$ cat src/rtl/mc_ctrl.sv
// Multicycle MIPS main controller: decodes op/funct and sequences FETCH/DECODE/EXEC/MEM/WB,
// driving datapath enables and selects combinationally from the current state.
module mc_ctrl (
    input  logic       clk,
    input  logic       reset,
    input  logic [5:0] op,
    input  logic [5:0] funct,
    input  logic       zero,
    output logic       pc_we,
    output logic       ir_we,
    output logic       reg_we,
    output logic       mem_we,
    output logic       reg_dst,
    output logic       link,
    output logic       alu_src,
    output logic [2:0] alu_op,
    output logic [1:0] ext_op,
    output logic [1:0] npc_sel,
    output logic [1:0] wd_sel,
    output logic       instr_done,
    output logic [2:0] state
);

    typedef enum logic [2:0] {
        S_FETCH  = 3'd0,
        S_DECODE = 3'd1,
        S_EXEC   = 3'd2,
        S_MEM    = 3'd3,
        S_WB     = 3'd4
    } state_t;

    state_t state_q, state_d;

    logic is_rtype, is_addu, is_subu, is_jr;
    logic is_ori, is_lw, is_sw, is_beq, is_lui, is_j, is_jal, is_nop;
    logic [2:0] ex_alu_op;
    logic       ex_alu_src;
    logic [1:0] ex_ext_op;

    assign is_rtype = (op == 6'h00);
    assign is_addu  = is_rtype && (funct == 6'h21);
    assign is_subu  = is_rtype && (funct == 6'h23);
    assign is_jr    = is_rtype && (funct == 6'h08);
    assign is_ori   = (op == 6'h0d);
    assign is_lw    = (op == 6'h23);
    assign is_sw    = (op == 6'h2b);
    assign is_beq   = (op == 6'h04);
    assign is_lui   = (op == 6'h0f);
    assign is_j     = (op == 6'h02);
    assign is_jal   = (op == 6'h03);
    assign is_nop   = !(is_addu || is_subu || is_jr || is_ori || is_lw ||
                        is_sw || is_beq || is_lui || is_j || is_jal);

    assign state = state_q;

    always_ff @(posedge clk) begin
        if (reset)
            state_q <= S_FETCH;
        else
            state_q <= state_d;
    end

    // ALU controls chosen in EXEC and held through MEM/WB so address and result stay stable
    always_comb begin
        ex_alu_op  = 3'd0;
        ex_alu_src = 1'b0;
        ex_ext_op  = 2'd0;
        if (is_subu || is_beq)
            ex_alu_op = 3'd1;
        else if (is_ori)
            ex_alu_op = 3'd2;
        else if (is_lui)
            ex_alu_op = 3'd3;
        if (is_ori || is_lui || is_lw || is_sw)
            ex_alu_src = 1'b1;
        if (is_lw || is_sw || is_beq)
            ex_ext_op = 2'd1;
        else if (is_lui)
            ex_ext_op = 2'd2;
    end

    always_comb begin
        state_d    = S_FETCH;
        pc_we      = 1'b0;
        ir_we      = 1'b0;
        reg_we     = 1'b0;
        mem_we     = 1'b0;
        reg_dst    = 1'b0;
        link       = 1'b0;
        alu_src    = 1'b0;
        alu_op     = 3'd0;
        ext_op     = 2'd0;
        npc_sel    = 2'd0;
        wd_sel     = 2'd0;
        instr_done = 1'b0;

        case (state_q)
            S_FETCH: begin
                ir_we   = 1'b1;
                pc_we   = 1'b1;
                state_d = S_DECODE;
            end
            S_DECODE: begin
                if (is_j || is_jal) begin
                    pc_we   = 1'b1;
                    npc_sel = 2'd2;
                end
                if (is_jal) begin
                    reg_we = 1'b1;
                    link   = 1'b1;
                    wd_sel = 2'd2;
                end
                if (is_jr) begin
                    pc_we   = 1'b1;
                    npc_sel = 2'd3;
                end
                if (is_j || is_jal || is_jr || is_nop)
                    instr_done = 1'b1;
                else
                    state_d = S_EXEC;
            end
            S_EXEC: begin
                alu_op  = ex_alu_op;
                alu_src = ex_alu_src;
                ext_op  = ex_ext_op;
                if (is_beq) begin
                    npc_sel    = 2'd1;
                    pc_we      = zero;
                    instr_done = 1'b1;
                end else if (is_lw || is_sw) begin
                    state_d = S_MEM;
                end else if (is_addu || is_subu || is_ori || is_lui) begin
                    state_d = S_WB;
                end
            end
            S_MEM: begin
                alu_op  = ex_alu_op;
                alu_src = ex_alu_src;
                ext_op  = ex_ext_op;
                if (is_sw) begin
                    mem_we     = 1'b1;
                    instr_done = 1'b1;
                end else if (is_lw) begin
                    state_d = S_WB;
                end
            end
            S_WB: begin
                alu_op     = ex_alu_op;
                alu_src    = ex_alu_src;
                ext_op     = ex_ext_op;
                reg_we     = 1'b1;
                instr_done = 1'b1;
                reg_dst    = is_addu || is_subu;
                wd_sel     = is_lw ? 2'd1 : 2'd0;
            end
            default: state_d = S_FETCH;
        endcase

        // Reset aborts any write in flight, independent of the state decode
        if (reset) begin
            pc_we      = 1'b0;
            ir_we      = 1'b0;
            reg_we     = 1'b0;
            mem_we     = 1'b0;
            instr_done = 1'b0;
        end
    end

endmodule

$ cat config.mk
export PLATFORM = sky130hd
export DESIGN_NAME = mc_ctrl
export DESIGN_NICKNAME = d
export VERILOG_FILES = /design/src/rtl/mc_ctrl.sv
export SDC_FILE = /design/constraint.sdc
export NUM_CORES = 1
export LEC_CHECK = 0
export CELL_PAD_IN_SITES_DETAIL_PLACEMENT = 0
export CELL_PAD_IN_SITES_GLOBAL_PLACEMENT = 1
export CORE_MARGIN = 2
export CORE_UTILIZATION = 23
export DETAILED_ROUTE_END_ITERATION = 8
export GPL_ROUTABILITY_DRIVEN = 0
export PLACE_DENSITY = 0.81
export SLEW_MARGIN = 40
export SYNTH_ARGS = -nofsm -noshare
export SYNTH_HDL_FRONTEND = slang
export SYNTH_SLANG_ARGS = --single-unit
export TNS_END_PERCENT = 50
$ cat constraint.sdc
create_clock -name clk -period 6.7 [get_ports clk]
set_clock_uncertainty 0.2 [all_clocks]
set_input_delay 1.675 -clock clk [delete_from_list [all_inputs] [get_ports clk]]
set_output_delay 1.675 -clock clk [all_outputs]
set_load 0.05 [all_outputs]
==> impl_metrics.sql <==
INSERT INTO impl_metrics (metric_group, metric, value, unit) VALUES
('status', 'status', 'finished clean', ''),
('synth', 'synth.net_count', '79', ''),
('global_route', 'grt_pass1_wl', '3022', 'µm'),
('timing', 'fmax', '159.7', 'MHz'),
('setup_path', 'timing.critical_path.cells', 'clkdlybuf4s50_1 -> or3_1 -> or4b_4 -> or3_4 -> inv_1 -> clkdlybuf4s50_1', ''),
('layout', 'n_antenna_cell', '0', ''),
('routing', 'drtAntennaViolNets', '0', ''),
('setup_path', 'criticalPathCategory', 'in -> out', ''),
('synth', 'synth_adder_area_share', '0', ''),
('global_route', 'antenna_found_initial', '0', ''),
('clocking', 'post_cts_buffers', '0', ''),
('timing', 'post-route-min-period', '6260', 'ps'),
('setup_path', 'critPathMaxFanout', '8', ''),
('synth', 'ys_warn_count', '0', ''),
('floorplanning', 'fp.dieW', '48.87', 'µm'),
('synth', 'synthesis.instances', '64', ''),
('clocking', 'cts_buffer_depth', '2', ''),
('global_route', 'overall_global_routing_resource_usage', '0.1589', ''),
('placement', 'placement.cell_area', '828.3', 'µm²'),
('synth', 'largest_family_of_logic_cells_by_synthesized_area', 'simple AND/OR/NAND/NOR gates', ''),
('synth', 'syn_area_per_cell', '7.234', 'µm²'),
('clocking', 'clock_slew_at_the_register_clock_pins_of_the_worst_setup_and_hold_paths', '40', 'ps'),
('min_path', 'hp-class', 'reg -> reg', ''),
('clocking', 'htree_num_levels', '1', ''),
('floorplanning', 'io_pins', '35', ''),
('layout', 'finish.net_count', '117', ''),
('setup_path', 'required_time_worst_endpoint', '4830', 'ps'),
('global_route', 'globalRoute.totalOverflow', '0', ''),
('synth', 'synth-seq-cells', '3', ''),
('synth', 'synth.mux.area_fraction', '0', ''),
('routing', 'wire_per_inst', '13.81', 'µm'),
('routing', 'first_iter_violations', '13', ''),
('setup_path', 'crit_top_cell', 'clkdlybuf4s50_1', ''),
('floorplanning', 'die_h', '48.87', 'µm'),
('layout', 'fill_cells', '213', ''),
('global_route', 'pin_count_of_the_biggest_net_entering_global_routing', '13', ''),
('layout', 'leading_cell_type_in_the_layout_fill_and_taps_excluded', 'clkdlybuf4s50_1', ''),
('floorplanning', 'std_cell_rows', '16', ''),
('timing', 'finalHoldViolations', '0', ''),
('floorplanning', 'starting_density_of_the_core', '0.2409', ''),
('global_route', 'grt_pass1_vias', '697', ''),
('synth', 'post_synth_num_cell_types', '37', ''),
('power_and_ir_drop', 'power-per-cell-area', '100.4', 'nW/µm²'),
('timing', 'timing.max_slew.rel_slack', '0.6635', ''),
('routing', 'routed.top_layer', 'met4', ''),
('routing', 'detail_route.wirelength', '1768', 'µm'),
('synth', 'asyncSetResetFlopFracSynth', '0', ''),
('synth', 'synth_top_flop_cell', 'dfxtp_1', ''),
('timing', 'period_share', '0.9343', ''),
('routing', 'wl_met1', '735', 'µm'),
('routing', 'met2_wirelength', '884', 'µm'),
('synth', 'synth_area_in_simple_gates', '0.5324', ''),
('setup_path', 'worst_setup_path_end_kind', 'output pin', ''),
('layout', 'design_area', '854.6', 'µm²'),
('clocking', 'hold_bufs_inserted_after_cts', '0', ''),
('clocking', 'cts_sinks', '3', ''),
('setup_path', 'worst_setup_path_start_kind', 'primary input', ''),
('layout', 'leading_cell_types_in_the_layout_fill_and_taps_excluded', '32 x clkdlybuf4s50_1, 7 x nor2_1, 4 x inv_1, 4 x or3_1', ''),
('routing', 'detailroute.via_count', '661', ''),
('routing', 'met3_routed_wirelength', '129', 'µm'),
('setup_path', 'crit_slowest_cell', 'clkdlybuf4s50_1', ''),
('synth', 'edff_count_synth', '0', ''),
('synth', 'synth-compound-area-share', '0.2730', ''),
('run', 'drv_cap', '0', ''),
('routing', 'viasPerCell', '5.164', ''),
('layout', 'area_growth', '84.59', '%'),
('routing', 'detail_route.first_pass.iterations', '4', ''),
('clocking', 'clk-insertion-delay-late', '240', 'ps'),
('clocking', 'root_buffer', 'clkbuf_4', ''),
('timing', 'slew_violations', '0', ''),
('timing', 'setup-tns-final', '0', 'ps');
area by class of cell:
class / instances / area share
Clock buffer: 4 / 0.03075
Multi-Input combinational cell: 55 / 0.4407
Sequential cell: 3 / 0.07028
Timing Repair Buffer: 35 / 0.4012
Inverter: 4 / 0.01757
Tap cell: 27 / 0.03953
final timing paths:
| path | cells after the start | from | slack (ps) | to |
|---|---|---|---|---|
| worst min register to register | 1 | state[2]$_SDFF_PP0_ | 410 | state[0]$_SDFF_PP0_ |
| worst max register to register | 2 | state[1]$_SDFF_PP0_ | 5260 | state[1]$_SDFF_PP0_ |
| worst min-delay path | 1 | state[2]$_SDFF_PP0_ | 410 | state[0]$_SDFF_PP0_ |
| worst max-delay path | 6 | op[3] | 440 | wd_sel[1] |
critical path, delay by kind of cell:
kind / cells / cell delay (ps)
buffers and inverters: 3 / 1370
and+or+nand+nor: 3 / 1340
metal layers:
| layer | global-route usage | up-vias |
|---|---|---|
| met5 | 0 | - |
| met4 | 0.07619 | 0 |
| met3 | 0.04908 | 4 |
| met2 | 0.2854 | 30 |
| met1 | 0.1673 | 303 |
| li1 | - | 324 |
per-stage QoR:
| stage | power, µW | util | hold WS [ps] | instances | setup slack [ps] |
|---|---|---|---|---|---|
| floorplan | 36.68 | - | 641.8 | 64 | 892.0 |
| global placement | 52.89 | 0.4310 | 394.0 | 124 | 485.3 |
| detailed placement | 52.99 | 0.4310 | 399.1 | 124 | 444.5 |
| CTS | 86.22 | 0.4447 | 403.0 | 128 | 438.9 |
| global route | 91.77 | 0.4447 | 447.0 | 128 | 352.7 |
| finish | 85.83 | 0.4447 | 410.4 | 128 | 440.0 |
kinds of logic (layout without fill, tap and decap cells):
family	Yosys count	count (layout)
simple gates	38	38
compound gates	16	16
buf+inv	6	43
flops	3	3
other cells	1	1
synthesized netlist by cell type, types with 2 or more instances:
| cell | number | share of area |
|---|---|---|
| nor3_1 | 2 | 0.022 |
| nand2b_1 | 3 | 0.041 |
| dfxtp_1 | 3 | 0.13 |
| or2_2 | 2 | 0.027 |
| inv_1 | 4 | 0.032 |
| and2_1 | 2 | 0.027 |
| nor4_1 | 2 | 0.027 |
| a2111oi_0 | 3 | 0.057 |
| nand2_1 | 3 | 0.024 |
| or3_1 | 4 | 0.054 |
| or3b_2 | 2 | 0.038 |
| a21oi_1 | 2 | 0.022 |
| or4b_2 | 2 | 0.043 |
| nor2_1 | 7 | 0.057 |
where the power goes:
part | internal, µW | switching [µW] | total [µW]
clock | 22.4 | 10.4 | 32.8
combinational | 15.2 | 17.9 | 33.1
sequential | 18.5 | 1.40 | 19.9
total | 56.1 | 29.7 | 85.8
(Power assumes the default switching activity.)
